**config.mk**
```make
export PLATFORM = sky130hd
export DESIGN_NAME = fix_to_float32
export DESIGN_NICKNAME = d
export VERILOG_FILES = /design/src/rtl/fp_pkg.sv /design/src/rtl/lzc.sv /design/src/rtl/fix_to_float32.sv
export SDC_FILE = /design/constraint.sdc
export NUM_CORES = 1
export LEC_CHECK = 0
export CAP_MARGIN = 20
export CORE_UTILIZATION = 28
export CTS_CLUSTER_SIZE = 12
export DETAILED_ROUTE_END_ITERATION = 8
export GPL_TIMING_DRIVEN = 0
export PLACE_DENSITY_LB_ADDON = 0.1
export RECOVER_POWER = 50
export SYNTH_ARGS = -nofsm -noshare
export SYNTH_HDL_FRONTEND = slang
export SYNTH_HIERARCHICAL = 1
export SYNTH_SLANG_ARGS = --single-unit
```
**constraint.sdc**
```tcl
create_clock -name clk -period 6 [get_ports clk]
set_clock_uncertainty 0.15 [all_clocks]
set_input_delay 0.9 -clock clk [delete_from_list [all_inputs] [get_ports clk]]
set_output_delay 0.9 -clock clk [all_outputs]
set_load 0.02 [all_outputs]
```
**src/rtl/fp_pkg.sv**
```systemverilog
// Shared IEEE-754 single-precision field definitions used by the
// fixed-to-float converter (optional rounding macro: FIX2FLT_RNE_EN).
package fp_pkg;

   localparam int SIGN_W   = 1;
   localparam int EXP_W    = 8;
   localparam int MANT_W   = 23;
   localparam int EXP_BIAS = 127;

   typedef struct packed {
      logic              sign;
      logic [EXP_W-1:0]  exp;
      logic [MANT_W-1:0] mant;
   } float32_t;

   localparam float32_t FP32_ZERO = '{sign: 1'b0, exp: '0, mant: '0};

   function automatic float32_t fp32_pack(input logic              s,
                                          input logic [EXP_W-1:0]  e,
                                          input logic [MANT_W-1:0] m);
      float32_t f;
      f.sign = s;
      f.exp  = e;
      f.mant = m;
      return f;
   endfunction

endpackage

```
**src/rtl/lzc.sv**
```systemverilog
// Combinational leading-zero counter. o_cnt = W when the input is all zero.
module lzc #(
   parameter int W     = 33,
   parameter int CNT_W = $clog2(W + 1)
) (
   input  logic [W-1:0]     i_data,
   output logic [CNT_W-1:0] o_cnt,
   output logic             o_zero
);

   // scan upward so the highest set bit is the last one to win
   always_comb begin
      o_cnt  = CNT_W'(W);
      o_zero = 1'b1;
      for (int i = 0; i < W; i++) begin
         if (i_data[i]) begin
            o_cnt  = CNT_W'(W - 1 - i);
            o_zero = 1'b0;
         end
      end
   end

endmodule

```
**src/rtl/fix_to_float32.sv**
```systemverilog
// Pipelined signed fixed-point to IEEE-754 single converter.
// Stages: sign/magnitude -> normalise -> exponent/mantissa (+round decision)
// -> round/pack into the output register. Latency 3 cycles after capture.
// Optional build macro FIX2FLT_RNE_EN selects round-to-nearest-even;
// without it the magnitude is truncated and no carry logic exists.
module fix_to_float32
   import fp_pkg::*;
#(
   parameter int IN_W      = 32,
   parameter int FRAC_BITS = 30
) (
   input  logic            clk,
   input  logic            reset,
   input  logic            in_valid,
   input  logic [IN_W-1:0] fix_in,
   output logic            out_valid,
   output logic [31:0]     float_out
);

   localparam int STAGES = 4;
   localparam int MAG_W  = IN_W + 1;
   // room for hidden bit, mantissa, guard and at least one sticky bit
   localparam int NORM_W = (MAG_W < MANT_W + 3) ? MANT_W + 3 : MAG_W;
   localparam int LZ_W   = $clog2(MAG_W + 1);
   // exponent when the magnitude msb sits in the top bit (lz = 0)
   localparam int EXP_TOP = EXP_BIAS + MAG_W - 1 - FRAC_BITS;

   logic [STAGES:1] r_vld_pipe;

   // ---------------- stage 1: sign / magnitude ----------------
   logic [MAG_W-1:0] w_sx;
   logic [MAG_W-1:0] w_mag;
   logic             r1_sign;
   logic [MAG_W-1:0] r1_mag;

   assign w_sx  = {fix_in[IN_W-1], fix_in};
   assign w_mag = fix_in[IN_W-1] ? (MAG_W'(0) - w_sx) : w_sx;

   // capture sign and one-bit-wider magnitude (most-negative input fits)
   always_ff @(posedge clk or negedge reset) begin
      if (!reset) begin
         r1_sign <= 1'b0;
         r1_mag  <= '0;
      end else begin
         r1_sign <= fix_in[IN_W-1];
         r1_mag  <= w_mag;
      end
   end

   // ---------------- stage 2: normalise ----------------
   logic [LZ_W-1:0]   w_lz;
   logic              w_zero;
   logic [NORM_W-1:0] w_ext;
   logic [NORM_W-1:0] w_norm;
   logic              r2_sign;
   logic              r2_zero;
   logic [LZ_W-1:0]   r2_lz;
   logic [NORM_W-1:0] r2_norm;

   lzc #(.W(MAG_W), .CNT_W(LZ_W)) u_lzc (
      .i_data (r1_mag),
      .o_cnt  (w_lz),
      .o_zero (w_zero)
   );

   assign w_ext  = NORM_W'(r1_mag) << (NORM_W - MAG_W);
   assign w_norm = w_ext << w_lz;

   // left-justify the magnitude so its msb becomes the hidden bit
   always_ff @(posedge clk or negedge reset) begin
      if (!reset) begin
         r2_sign <= 1'b0;
         r2_zero <= 1'b0;
         r2_lz   <= '0;
         r2_norm <= '0;
      end else begin
         r2_sign <= r1_sign;
         r2_zero <= w_zero;
         r2_lz   <= w_lz;
         r2_norm <= w_norm;
      end
   end

   // ---------------- stage 3: exponent, mantissa, round decision ----------------
   logic [MANT_W-1:0] w_mant;
   logic [EXP_W-1:0]  w_exp;
   logic              w_unused;
   logic              r3_sign;
   logic              r3_zero;
   logic [EXP_W-1:0]  r3_exp;
   logic [MANT_W-1:0] r3_mant;

   assign w_mant = r2_norm[NORM_W-2 -: MANT_W];
   assign w_exp  = EXP_W'(EXP_TOP - int'(r2_lz));

`ifdef FIX2FLT_RNE_EN
   logic w_guard;
   logic w_sticky;
   logic w_rnd_up;
   logic r3_rnd_up;

   assign w_guard  = r2_norm[NORM_W-2-MANT_W];
   assign w_sticky = |r2_norm[NORM_W-3-MANT_W:0];
   assign w_rnd_up = w_guard & (w_sticky | w_mant[0]);
   assign w_unused = r2_norm[NORM_W-1];

   // remember whether this sample must be incremented in the last stage
   always_ff @(posedge clk or negedge reset) begin
      if (!reset) r3_rnd_up <= 1'b0;
      else        r3_rnd_up <= w_rnd_up;
   end
`else
   // hidden bit and discarded bits are dropped in the truncating build
   assign w_unused = r2_norm[NORM_W-1] ^ (^r2_norm[NORM_W-2-MANT_W:0]);
`endif

   // register unrounded fields; zero forces a positive zero result
   always_ff @(posedge clk or negedge reset) begin
      if (!reset) begin
         r3_sign <= 1'b0;
         r3_zero <= 1'b0;
         r3_exp  <= '0;
         r3_mant <= '0;
      end else begin
         r3_sign <= r2_sign & ~r2_zero;
         r3_zero <= r2_zero;
         r3_exp  <= w_exp;
         r3_mant <= w_mant;
      end
   end

   // ---------------- stage 4: round / pack ----------------
   logic [MANT_W-1:0] w_mant_fin;
   logic [EXP_W-1:0]  w_exp_fin;
   float32_t          w_result;
   float32_t          r_float;

`ifdef FIX2FLT_RNE_EN
   logic w_carry;

   // mantissa overflow wraps to zero and bumps the exponent
   assign {w_carry, w_mant_fin} = {1'b0, r3_mant} + (MANT_W + 1)'(r3_rnd_up);
   assign w_exp_fin             = r3_exp + EXP_W'(w_carry);
`else
   assign w_mant_fin = r3_mant;
   assign w_exp_fin  = r3_exp;
`endif

   assign w_result = r3_zero ? FP32_ZERO : fp32_pack(r3_sign, w_exp_fin, w_mant_fin);

   // output word updates only on valid samples, otherwise holds
   always_ff @(posedge clk or negedge reset) begin
      if (!reset)                   r_float <= FP32_ZERO;
      else if (r_vld_pipe[STAGES-1]) r_float <= w_result;
   end

   // valid shift register; bubbles travel alongside the data
   always_ff @(posedge clk or negedge reset) begin
      if (!reset) r_vld_pipe <= '0;
      else        r_vld_pipe <= {r_vld_pipe[STAGES-1:1], in_valid};
   end

   assign out_valid = r_vld_pipe[STAGES];
   assign float_out = r_float;

endmodule

```
### Yosys cells after proc, flatten, opt, wreduce, memory -nomap -nowiden

Cells that the tools add are included.

| word-level totals | value |
|---|---|
| register bits after elaboration | 143 |
| bits in latches | 0 |
| RAM bits | 0 |
| ROM bits | 0 |
| input bits | 35 |
| word-level logic and storage cells | 87 |
| memories kept | 0 |

| cells by class | value |
|---|---|
| $add $sub $neg | 2 |
| multiply operators | 0 |
| div/mod/pow operators | 0 |
| $lt $le $gt $ge | 0 |
| equality and inequality tests | 0 |
| shifts and indexed selects | 1 |
| mux-type cells | 68 |
| bitwise gates (word level) | 2 |
| reduce and logical (&&, ||, !) cells | 0 |

Operators with widths:

| operator | count |
|---|---|
| 2-to-1 mux 6 bit | 32 |
| 2-to-1 mux 1 bit | 34 |
| 2-to-1 mux 33 bit | 1 |
| left shift 33 x 6 -> 32 bit | 1 |
| subtractor 1 x 32 -> 33 bit (first input constant) | 1 |
| 2-to-1 mux 32 bit | 1 |
| subtractor 8 x 6 -> 8 bit (first input constant) | 1 |
| AND 1 bit | 1 |
| inverter 1 bit | 1 |

### Logic depth before layout (Yosys ltp)

Gate-level depths: netlist of run 1.

| logic depth | value |
|---|---|
| depth in word-level cells | 34 |
| mapped depth | 13 |
| gate-level depth less buffers | 9 |

### By module

Netlist of run 1, hierarchy kept.

By module, submodules not included:

| module | instances | cells an instance | area an instance (µm²) |
|---|---|---|---|
| fix_to_float32 | 1 | 565 | 6,690.2 |
| lzc | 1 | 69 | 387.9 |

### Least setup slack after synthesis of run 1

Ideal clock, no wire load.

| timing | value |
|---|---|
| path kind | reg2reg |
| from | register r1_mag[3] |
| to | register r2_norm[16] |
| setup time | 136 ps |
| data arrival time | 2,992 ps |
| required time | 5,714 ps |
| slack | 2,723 ps |
| stages on the path, launching flop included | 11 |
| path buffers | 3 |
| period minus slack after synthesis | 3,277 ps |
| path through | dfrtp_1 > o311a_1 > o41ai_2 > nand3_1 > a21oi_1 > buf_1 > clkbuf_1 > buf_1 > mux2_2 > a32oi_1 > o21ai_0 |

| on the way | value |
|---|---|
| longest elaborated chain between the ends | 31 |

RTL lines:

| element | RTL line | source |
|---|---|---|
| start, declared | fix_to_float32.sv:34 | `logic [MAG_W-1:0] r1_mag;` |
| start signal, assigned | fix_to_float32.sv:46 | `r1_mag <= w_mag;` |
| 2-to-1 mux 6 bit (30 in series) | lzc.sv:16 | `if (i_data[i]) begin` |
| net w_lz[1] | fix_to_float32.sv:51 | `logic [LZ_W-1:0] w_lz;` |
| left shift 33 x 6 -> 32 bit | fix_to_float32.sv:67 | `assign w_norm = w_ext << w_lz;` |
| net w_norm[16] | fix_to_float32.sv:54 | `logic [NORM_W-1:0] w_norm;` |
| end signal, assigned | fix_to_float32.sv:80 | `r2_norm <= w_norm;` |
| end, declared | fix_to_float32.sv:58 | `logic [NORM_W-1:0] r2_norm;` |

The timed path passes the listed nets, and every way through them passes these cells.
A chain may end at the register's enable or synchronous reset.

### Worst setup path after layout of run 1

| timing | value |
|---|---|
| from | register r1_mag[3] |
| to | register r2_norm[24] |

Same word-level chain as after synthesis.

==> results of run 1 <==
-- placed cells by master, fill, tap and decap left out, types with 4 or more instances in the layout --
master / count
nor2b_1: 7
inv_1: 48
o221ai_1: 4
nor3_1: 12
nand2_1: 23
a22oi_1: 8
nand3b_1: 37
xnor2_1: 31
o211ai_1: 4
nor4_1: 10
nor2_1: 24
buf_2: 7
mux2i_1: 31
clkdlybuf4s50_1: 64
nand2b_1: 11
clkbuf_1: 24
or3_1: 4
o41ai_2: 4
or2_2: 4
inv_6: 6
buf_1: 10
o21ai_0: 53
o31ai_1: 9
or4_1: 4
nand3_1: 12
dfrtp_1: 134
a22o_1: 5
a211oi_1: 7
clkbuf_16: 17
a21oi_1: 11
mux2_2: 9
mux4_2: 31
a32oi_1: 4
o41ai_1: 6
a2bb2oi_1: 4
-- flip-flops by register name (all words and copies together) (netlist names) --
signal / flops
float_out: 32
r1_mag: 33
r1_sign: 1
r2_lz: 6
r2_norm: 23
r2_sign: 1
r2_zero: 1
r3_exp: 8
r3_mant: 23
r3_sign: 1
r3_zero: 1
r_vld_pipe: 4
-- final timing paths --
kind                                  start            end  slack [ns]  cells after the start
worst max-delay path              r1_mag[3]    r2_norm[24]        1.21                      9
worst min-delay path            r2_norm[19]    r3_mant[10]        0.19                      0
worst max register to register    r1_mag[3]    r2_norm[24]        1.21                      9
worst min register to register  r2_norm[19]    r3_mant[10]        0.19                      0
max in group asynchronous             reset    r3_mant[16]        2.75                      1
min in group asynchronous             reset  float_out[27]        1.26                      1
-- critical path: cells and delay by family (launching register included) --
family                 cells  cell delay, ns
AO/OA/AOI/OAI              5            2.31
buffers and inverters      3            1.54
flip-flops                 1            0.47
AND/OR/NAND/NOR            1            0.14
-- stage by stage --
step	cell area [µm²]	TNS (ns)	cells
after floorplan	7080	0	634
after global placement	8150	-143.92	1025
after detailed placement	8180	0	1026
after CTS	8800	0	1058
after global routing	8790	0	1058
final	8790	0	1058
-- routing by layer --
layer	vias up	GRT usage (%)	share of wire (%)
met5	-	0	0
met4	0	8.15	3.6
met3	41	2.90	3.5
met2	159	27.1	49
met1	2675	20.0	44
li1	2529	-	-
-- logic make-up (layout without fill, tap and decap cells) --
family	Yosys count	in the layout	synth area share, %
and+or+nand+nor	163	163	13.5
DFF	134	134	47.4
adders and majority gates	2	2	0.353
other	1	1	0.0530
AOI/OAI and AO/OA	143	143	14.2
buffers and inverters	88	188	4.90
xor gates and xnor gates	32	32	3.96
muxes	71	71	15.7
-- power by group --
| group | leakage (nW) | internal (W) | total (W) | switching, W |
|---|---|---|---|---|
| clock | 0.297 | 0.000668 | 0.00111 | 0.000440 |
| sequential | 1.60 | 0.00105 | 0.00116 | 0.000102 |
| combinational | 1.49 | 0.000298 | 0.000648 | 0.000350 |
-- layout make-up --
cell class                 count  share of cell area, %
inverter                      48                   2.05
multi-input combinational    412                   38.4
sequential                   134                   38.1
clock inverter                14                   2.15
clock buffer                  18                   4.88
tap                          324                   4.61
timing repair buffer          68                   7.87
buffer                        40                   1.89
==> results.yml, run 1 <==
placed_design:
  place_hpwl_um: 15200
  gp_congestion: 0.889
  pre_cts_slack_ns: 1.28
  port_buffers: 67
sta:
  tightest_slew_ns: 2.94
  hold_viol_final: 0
  hold_slack_ns: 0.192
  drv_slew: 56
  post-route-period-util_pct: 79.9
  slew_headroom_pct: -95.9
  timing.fmax_ghz: 0.209
  grt_setup_unrepaired: "no"
  setup_viol: 0
  period_minus_slack_ns: 4.79
  setup_ws_ns: 1.21
worst_setup_path:
  cp-start-kind: "register"
  worst_path_most_repeated_cell: "buf_1"
  cp_slowest_stage_delay_ns: 0.66
  crit_fanout: 10
  crit_arrival_ns: 4.90
  cp.required_ns: 6.10
  slowest_stage: "o311ai_0"
  path_class: "register to register"
  crit_chain: "o311a_1 -> o41ai_2 -> nand3_1 -> a21oi_1 -> buf_1 -> clkbuf_1 -> buf_1 -> o21ai_0 -> o311ai_0"
  end_kind: "register"
pwr:
  power_leakage_nw: 3.39
  p_total_w: 0.00291
  ir_worst_vdd_mv: 0.158
  power.density_mw_per_mm2: 331
synthesis:
  yosysTopAreaCell: "dfrtp_1"
  synthArstFlopShare_pct: 100
  synthCells: 634
  synth_edf_count: 0
  syn_avg_cell_area_um2: 11.2
  ys_top_cells_by_count: "134 x dfrtp_1, 53 x o21ai_0, 48 x inv_1"
  synth_area_leaders: "dfrtp_1 47%, mux4_2 9.9%, mux2i_1 4.4%, nand3b_1 3.9%, xnor2_1 3.8%"
  synth.ff_latch_count: 134
  synth_ff_type: "dfrtp_1"
  syn_area_mm2: 0.00708
  ys_seq_area_share_pct: 47.4
  synth_top_cell_area_share_pct: 47.4
  ys_warn_count: 6
  yosys.cell_types.count: 60
  synth_most_common_cell: "dfrtp_1"
  synth.net_count: 671
layout:
  syn_to_final_growth_pct: 24.2
  multiInputGateArea_mm2: 0.00338
  final_nets: 758
  drive_gt1_share_pct: 12.7
  postLayoutCoreUtil_pct: 35.8
  diodes: 0
  regArea_mm2: 0.00335
  nFillCells: 2448
global_route:
  grt_overflow: 0
  grt_usage_pct: 16.2
  grt_pass1_vias: 5578
  grt_pass1_wl_um: 32100
  grt_max_degree: 80
  antenna_found_initial: 0
clock_network:
  insertion_delay_ns: 0.43
  clk_pin_slew_ns: 0.06
  post-cts-setup-buffer-count: 0
  cts_sinks: 134
  cts_buffer_depth: 2
  cts_buffers: 17
  htree_num_levels: 4
  holdBufCountCts: 0
  tritoncts: "yes"
  cts-resized-gates: 0
  clock-root-buffer: "clkbuf_16"
floorplanning:
  ioPinCount: 68
  die_x_um: 161
  core_area_mm2: 0.0245
  start_util_pct: 28.9
  fp-row-count: 57
  die_y_um: 161
  die-area_mm2: 0.0259
flow_run:
  maxCapViolations: 1
detailed_routing:
  wirelength_um: 20000
  drc: 0
  drtIter0Drc: 367
  dr_total_vias: 5404
  wl_per_cell_um: 18.9
  firstDrtPassIters: 4
  routed_via_density: 5.11
  ant_nets: 0
run_status:
  violations: "max-capacitance violations, max-slew violations"
  outcome: "complete, but fails checks"
min_path:
  hp-class: "register to register"
Note: power is estimated with default switching activity, not from simulation.
==> run 2: changes to the inputs <==
clock period = 4 ns   (was 6 ns; I/O delays follow)
==> run 2 against run 1 <==
Compared with the run above:
- the run still ends with max-capacitance violations, max-slew violations left
- combinational power is 51% higher
- final cell count hardly changed
- maximum frequency rose by 25%
- final area is 0.38% higher
- critical endpoint is now r2_norm[28]
- highest routed layer unchanged
==> results.yml, run 2 (synthesis gave the netlist of run 1 again) <==
run_status:
  outcome: "complete, but fails checks"
  violations: "max-capacitance violations, max-slew violations"
layout:
  nFillCells: 2450
  diodes: 0
  syn_to_final_growth_pct: 24.7
  final_common_cell: "dfrtp_1"
  largest_reg_flops: 33
  final_nets: 759
  layout_common_cells: "133 x dfrtp_1, 63 x clkdlybuf4s50_1, 53 x o21ai_0"
  drive_gt1_share_pct: 14.1
  top_register: "r1_mag"
  postLayoutCoreUtil_pct: 36.0
pwr:
  intPower_w: 0.00304
  p_sw_share_pct: 30.6
  power_frac_comb_pct: 22.4
  power.density_mw_per_mm2: 496
  ir_worst_vdd_mv: 0.238
  clkPwrFrac_pct: 37.9
  seq_power_share_pct: 39.6
  power_leakage_nw: 3.41
  p_switching_w: 0.00134
clock_network:
  cts_sinks: 134
  insertion_delay_ns: 0.43
  clock-root-buffer: "clkbuf_16"
  htree_num_levels: 4
  cts_buffers: 17
  tritoncts: "yes"
  cts_buffer_depth: 2
  clk_pin_slew_ns: 0.06
sta:
  timing.fmax_ghz: 0.262
  slew_headroom_pct: -54.8
  setup_ws_ns: 0.180
  drv_slew: 57
  post-route-period-util_pct: 95.5
  hold_viol_final: 0
  period_minus_slack_ns: 3.82
  tightest_slew_ns: 2.32
  setup_viol: 0
worst_setup_path:
  crit_fanout: 10
  slowest_stage: "dfrtp_1"
  crit_chain: "o311a_1 -> o41ai_2 -> nand3_1 -> a21oi_2 -> buf_2 -> clkbuf_2 -> mux4_2 -> a22o_1 -> a221oi_2 -> o221ai_1"
  cp.required_ns: 4.10
  end_kind: "register"
  cp-start-kind: "register"
  cp_slowest_stage_delay_ns: 0.48
  path_class: "register to register"
  crit_arrival_ns: 3.92
placed_design:
  pre_cts_slack_ns: -0.716
  port_buffers: 67
  gp_congestion: 0.889
  place_hpwl_um: 15200
global_route:
  grtUsageMet1_pct: 20.0
  grt_usage_pct: 16.2
  grt.busiest_layer: "met2"
  grt_pass1_wl_um: 32100
  grt.met3_usage_pct: 2.90
  grt_pass1_vias: 5590
  grt_overflow: 0
  antenna_found_initial: 0
  grt_max_degree: 80
  grtUsageMet2_pct: 27.1
detailed_routing:
  firstDrtPassIters: 4
  wirelength_um: 20100
  ant_nets: 0
  drc: 0
  drtIter0Drc: 360
  dr_total_vias: 5447
  wl_per_cell_um: 18.9
  routed_via_density: 5.14
floorplanning:
  die_y_um: 161
  start_util_pct: 28.9
  die-area_mm2: 0.0259
  fp-row-count: 57
  core_area_mm2: 0.0245
  die_x_um: 161
  ioPinCount: 68
min_path:
  hp-class: "register to register"
flow_run:
  maxCapViolations: 1
## run 2: changes by cell type in the layout (fill, tap and decap cells not counted), moves of 2 or more
cell | before | now
clkbuf_2 | 0 | 4
clkbuf_1 | 24 | 21
o311ai_0 | 3 | 1
buf_1 | 10 | 6
buf_4 | 0 | 2
mux2i_2 | 0 | 2
mux2i_1 | 31 | 29
o311ai_1 | 0 | 2
dlygate4sd3_1 | 2 | 4
## run 2: layer usage
metal	up-vias	share of wire, %
met5	-	0
met3	43	3.3
met1	2714	44
met2	161	49
li1	2529	-
met4	0	3.7
## run 2: path summary, 6_finish.rpt
| check | start | to | slack (ns) | cells after the start |
|---|---|---|---|---|
| worst min-delay path | r2_norm[28] | r3_mant[19] | 0.19 | 0 |
| worst max-delay path | r1_mag[4] | r2_norm[28] | 0.18 | 10 |
| max in group asynchronous | reset | r1_mag[7] | 0.63 | 3 |
| min in group asynchronous | reset | float_out[27] | 1.40 | 2 |
| worst max register to register | r1_mag[4] | r2_norm[28] | 0.18 | 10 |
| worst min register to register | r2_norm[28] | r3_mant[19] | 0.19 | 0 |
## run 2: area by class of cell
cell class                      instances  area (µm²)  area share [%]
Multi-Input combinational cell        412        3400            38.5
Tap cell                              324         405            4.59
Buffer                                 40         181            2.06
Timing Repair Buffer                   69         691            7.82
Clock buffer                           18         429            4.86
Sequential cell                       134        3350            38.0
Clock inverter                         14         189            2.14
Inverter                               48         180            2.04
## run 2: stage by stage
step                cells  total power [W]   TNS, ns  hold slack (ns)  area, µm²
floorplan             634          0.00230         0            0.154       7080
global placement     1025          0.00273   -375.60            0.183       8150
detailed placement   1026          0.00274     -3.45            0.185       8180
CTS                  1059          0.00443         0            0.192       8830
global route         1059          0.00460  -0.00830            0.195       8830
finish               1059          0.00438         0            0.192       8830
## run 2: power groups by stage
stage	sequential (W)	clock (W)	combinational, W
global placement	0.00175	0	0.000972
detailed placement	0.00176	0	0.000974
finish	0.00174	0.00166	0.000981
CTS	0.00174	0.00171	0.000983
floorplan	0.00179	0	0.000507
global route	0.00177	0.00177	0.00106
## run 2: worst max-delay path, delay by kind of cell (launching register included)
kind	cells	cell delay [ns]
buffers and inverters	2	0.62
DFF	1	0.48
muxes	1	0.37
AOI/OAI and AO/OA	6	1.87
and+or+nand+nor	1	0.16
## run 2: repair_timing
| action | 4_1_cts | 5_1_grt |
|---|---|---|
| setup endpoints to repair | 12 | 13 |
| resized for setup | 9 | 9 |
| buffers inserted | 0 | 0 |
| hold buffers | 1 | 0 |
| endpoints found under the hold margin | 37 | 0 |
==> run 3: changes to the inputs <==
SYNTH_HIERARCHICAL = unset   (was 1)
==> run 3 against run 2 <==
Compared with the run above:
- final cell count is 13% higher
- count of clock-buffer cells in the layout stayed put
- sequential power is 3% lower
- routed wire length is 12% higher
- synthesized cell count is 21% higher
- area after synthesis is 1.7% higher
- critical path type unchanged
- largest power group unchanged
- the flow still finishes with violations (max-capacitance violations, max-slew violations)
- register-to-register slack worse by 0.03 ns
- global-route usage is 1.7 points higher
- core utilization is 0.71 points lower
==> results.yml, run 3 <==
min_path:
  hp-class: "register to register"
floorplanning:
  die_x_um: 162
  core_area_mm2: 0.0252
  fp-row-count: 58
  start_util_pct: 28.6
  die_y_um: 162
  ioPinCount: 68
  die-area_mm2: 0.0263
synthesis:
  synth.ff_latch_count: 134
  synth_most_common_cell: "dfrtp_1"
  synthCells: 765
  synth_edf_count: 0
  synth_ff_type: "dfrtp_1"
  syn_area_mm2: 0.00720
  ys_top_cells_by_count: "134 x dfrtp_1, 77 x o21ai_0, 54 x nand2_1"
  syn_avg_cell_area_um2: 9.41
  ys_seq_area_share_pct: 46.6
  yosys.cell_types.count: 69
  synth_top_cell_area_share_pct: 46.6
  yosysTopAreaCell: "dfrtp_1"
  ys_warn_count: 0
  synthArstFlopShare_pct: 100
  synth_area_leaders: "dfrtp_1 47%, o21ai_0 5.4%, xnor2_1 3.8%, nand3b_1 3.4%, nand2_1 2.8%"
  synth.net_count: 802
layout:
  finalNonFillerCells: 1195
  layout_common_cells: "134 x dfrtp_1, 77 x o21ai_0, 63 x clkdlybuf4s50_1"
  drive_gt1_share_pct: 8.09
  diodes: 0
  largest_reg_flops: 33
  syn_to_final_growth_pct: 23.4
  final_common_cell: "dfrtp_1"
  final_nets: 889
  top_register: "r1_mag"
clock_network:
  holdBufCountCts: 0
  cts-resized-gates: 0
  clk_pin_slew_ns: 0.07
  insertion_delay_ns: 0.43
  tritoncts: "yes"
  htree_num_levels: 4
  cts_buffers: 17
  clock-root-buffer: "clkbuf_16"
  cts_buffer_depth: 2
  cts_sinks: 134
  post-cts-setup-buffer-count: 0
sta:
  grt_setup_unrepaired: "yes"
  post-route-period-util_pct: 96.4
  period_minus_slack_ns: 3.85
  hold_viol_final: 0
  hold_slack_ns: 0.194
  tightest_slew_ns: 3.32
  slew_headroom_pct: -121
  drv_slew: 62
  setup_viol: 0
  timing.fmax_ghz: 0.259
worst_setup_path:
  end_kind: "register"
  cp.required_ns: 4.11
  cp-start-kind: "register"
  crit_arrival_ns: 3.96
  cp_slowest_stage_delay_ns: 0.75
  crit_chain: "clkbuf_1 -> nor4_1 -> a31oi_1 -> o21ai_1 -> inv_1 -> buf_2 -> clkbuf_1 -> o32ai_1 -> o221ai_1"
  worst_path_most_repeated_cell: "clkbuf_1"
  r2r_slack_ns: 0.15
  path_class: "register to register"
  crit_fanout: 10
  slowest_stage: "nor4_1"
placed_design:
  placed_cells: 1163
  place_hpwl_um: 17200
  gp_congestion: 0.900
  port_buffers: 67
pwr:
  power.density_mw_per_mm2: 470
  p_sw_share_pct: 33.4
  clkPwrFrac_pct: 36.5
  p_switching_w: 0.00140
  power_leakage_nw: 3.43
  ir_worst_vdd_mv: 0.255
  intPower_w: 0.00278
  seq_power_share_pct: 40.6
  power_frac_comb_pct: 23.0
detailed_routing:
  drtIter0Drc: 429
  wirelength_um: 22500
  drc: 0
  wl_per_cell_um: 18.8
  ant_nets: 0
  firstDrtPassIters: 5
  routed_via_density: 5.22
  dr_total_vias: 6233
global_route:
  grt_pass1_vias: 6275
  grt_overflow: 0
  antenna_found_initial: 0
  grt_max_degree: 74
  grt_pass1_wl_um: 35900
  grt_usage_pct: 17.9
run_status:
  outcome: "complete, but fails checks"
  violations: "max-capacitance violations, max-slew violations"
flow_run:
  maxCapViolations: 1
run 3: cell types whose count changed in the layout (fill, tap and decap cells not counted), moves of 12 or more:
cell      previous run  this run
a211oi_1             7        22
a21oi_1             10        22
a311oi_1             1        19
mux2i_1             29         8
mux4_2              31         1
nand2_1             23        54
nand3_1             12        36
nor2_1              24        41
o21ai_0             53        77
run 3: final cells by class:
cell class | instances | area [µm²]
clock buffers | 18 | 439
plain buffers | 50 | 228
inverters | 48 | 185
repair buffers | 68 | 692
fillers | 2624 | 16300
flip-flops and latches | 134 | 3350
multi-input cells | 533 | 3440
well taps | 330 | 413
clock inverters | 14 | 131
run 3: kinds of logic after synthesis:
group / synth area share [%]
mux: 1.43
fa+ha+maj: 0.348
other cells: 0.0521
flops: 46.6
xor+xnor: 3.89
simple gates: 17.6
buf+inv: 5.74
compound gates: 24.4
run 3: layer usage:
layer	GRT usage [%]	vias up	wire (µm)	share of wire [%]
li1	-	3032	-	-
met1	23.1	2940	10100	45
met2	28.7	218	10600	47
met3	2.71	43	930	4.1
met4	9.73	0	813	3.6
met5	0	-	0	0
run 3: final timing paths:
check                      startpoint            end  cells after the start
max                        r1_mag[17]    r2_norm[28]                      9
min                        r2_norm[9]     r3_mant[0]                      0
max reg2reg                r1_mag[17]    r2_norm[28]                      9
min reg2reg                r2_norm[9]     r3_mant[0]                      0
max in group asynchronous       reset    r2_norm[15]                      1
min in group asynchronous       reset  float_out[26]                      1
run 3: power groups by stage:
stage,clock [W],sequential [W],combinational (W)
final,0.00152,0.00169,0.000960
after floorplan,0,0.00176,0.000489
after detailed placement,0,0.00172,0.000959
after global routing,0.00163,0.00172,0.00106
after CTS,0.00157,0.00170,0.000962
after global placement,0,0.00172,0.000965
run 3: critical path, delay by kind of cell (launching register included):
| family | cells | cell delay (ns) |
|---|---|---|
| buffers and inverters | 4 | 0.88 |
| AOI/OAI and AO/OA | 4 | 1.53 |
| and+or+nand+nor | 1 | 0.75 |
| DFF | 1 | 0.36 |
run 3: metrics by stage:
step / instance area (µm²) / TNS [ns] / utilization (%) / total power (W) / setup slack (ns)
6_report: 8880 / 0 / 35.3 / 0.00418 / 0.146
3_5_place_dp: 8310 / 0 / 33.0 / 0.00268 / 0.0467
5_1_grt: 8880 / -0.714 / 35.3 / 0.00441 / -0.0631
4_1_cts: 8880 / 0 / 35.3 / 0.00422 / 0.0172
3_3_place_gp: 8280 / -417.87 / 32.9 / 0.00268 / -3.14
2_1_floorplan: 7200 / 0 / - / 0.00225 / 1.18
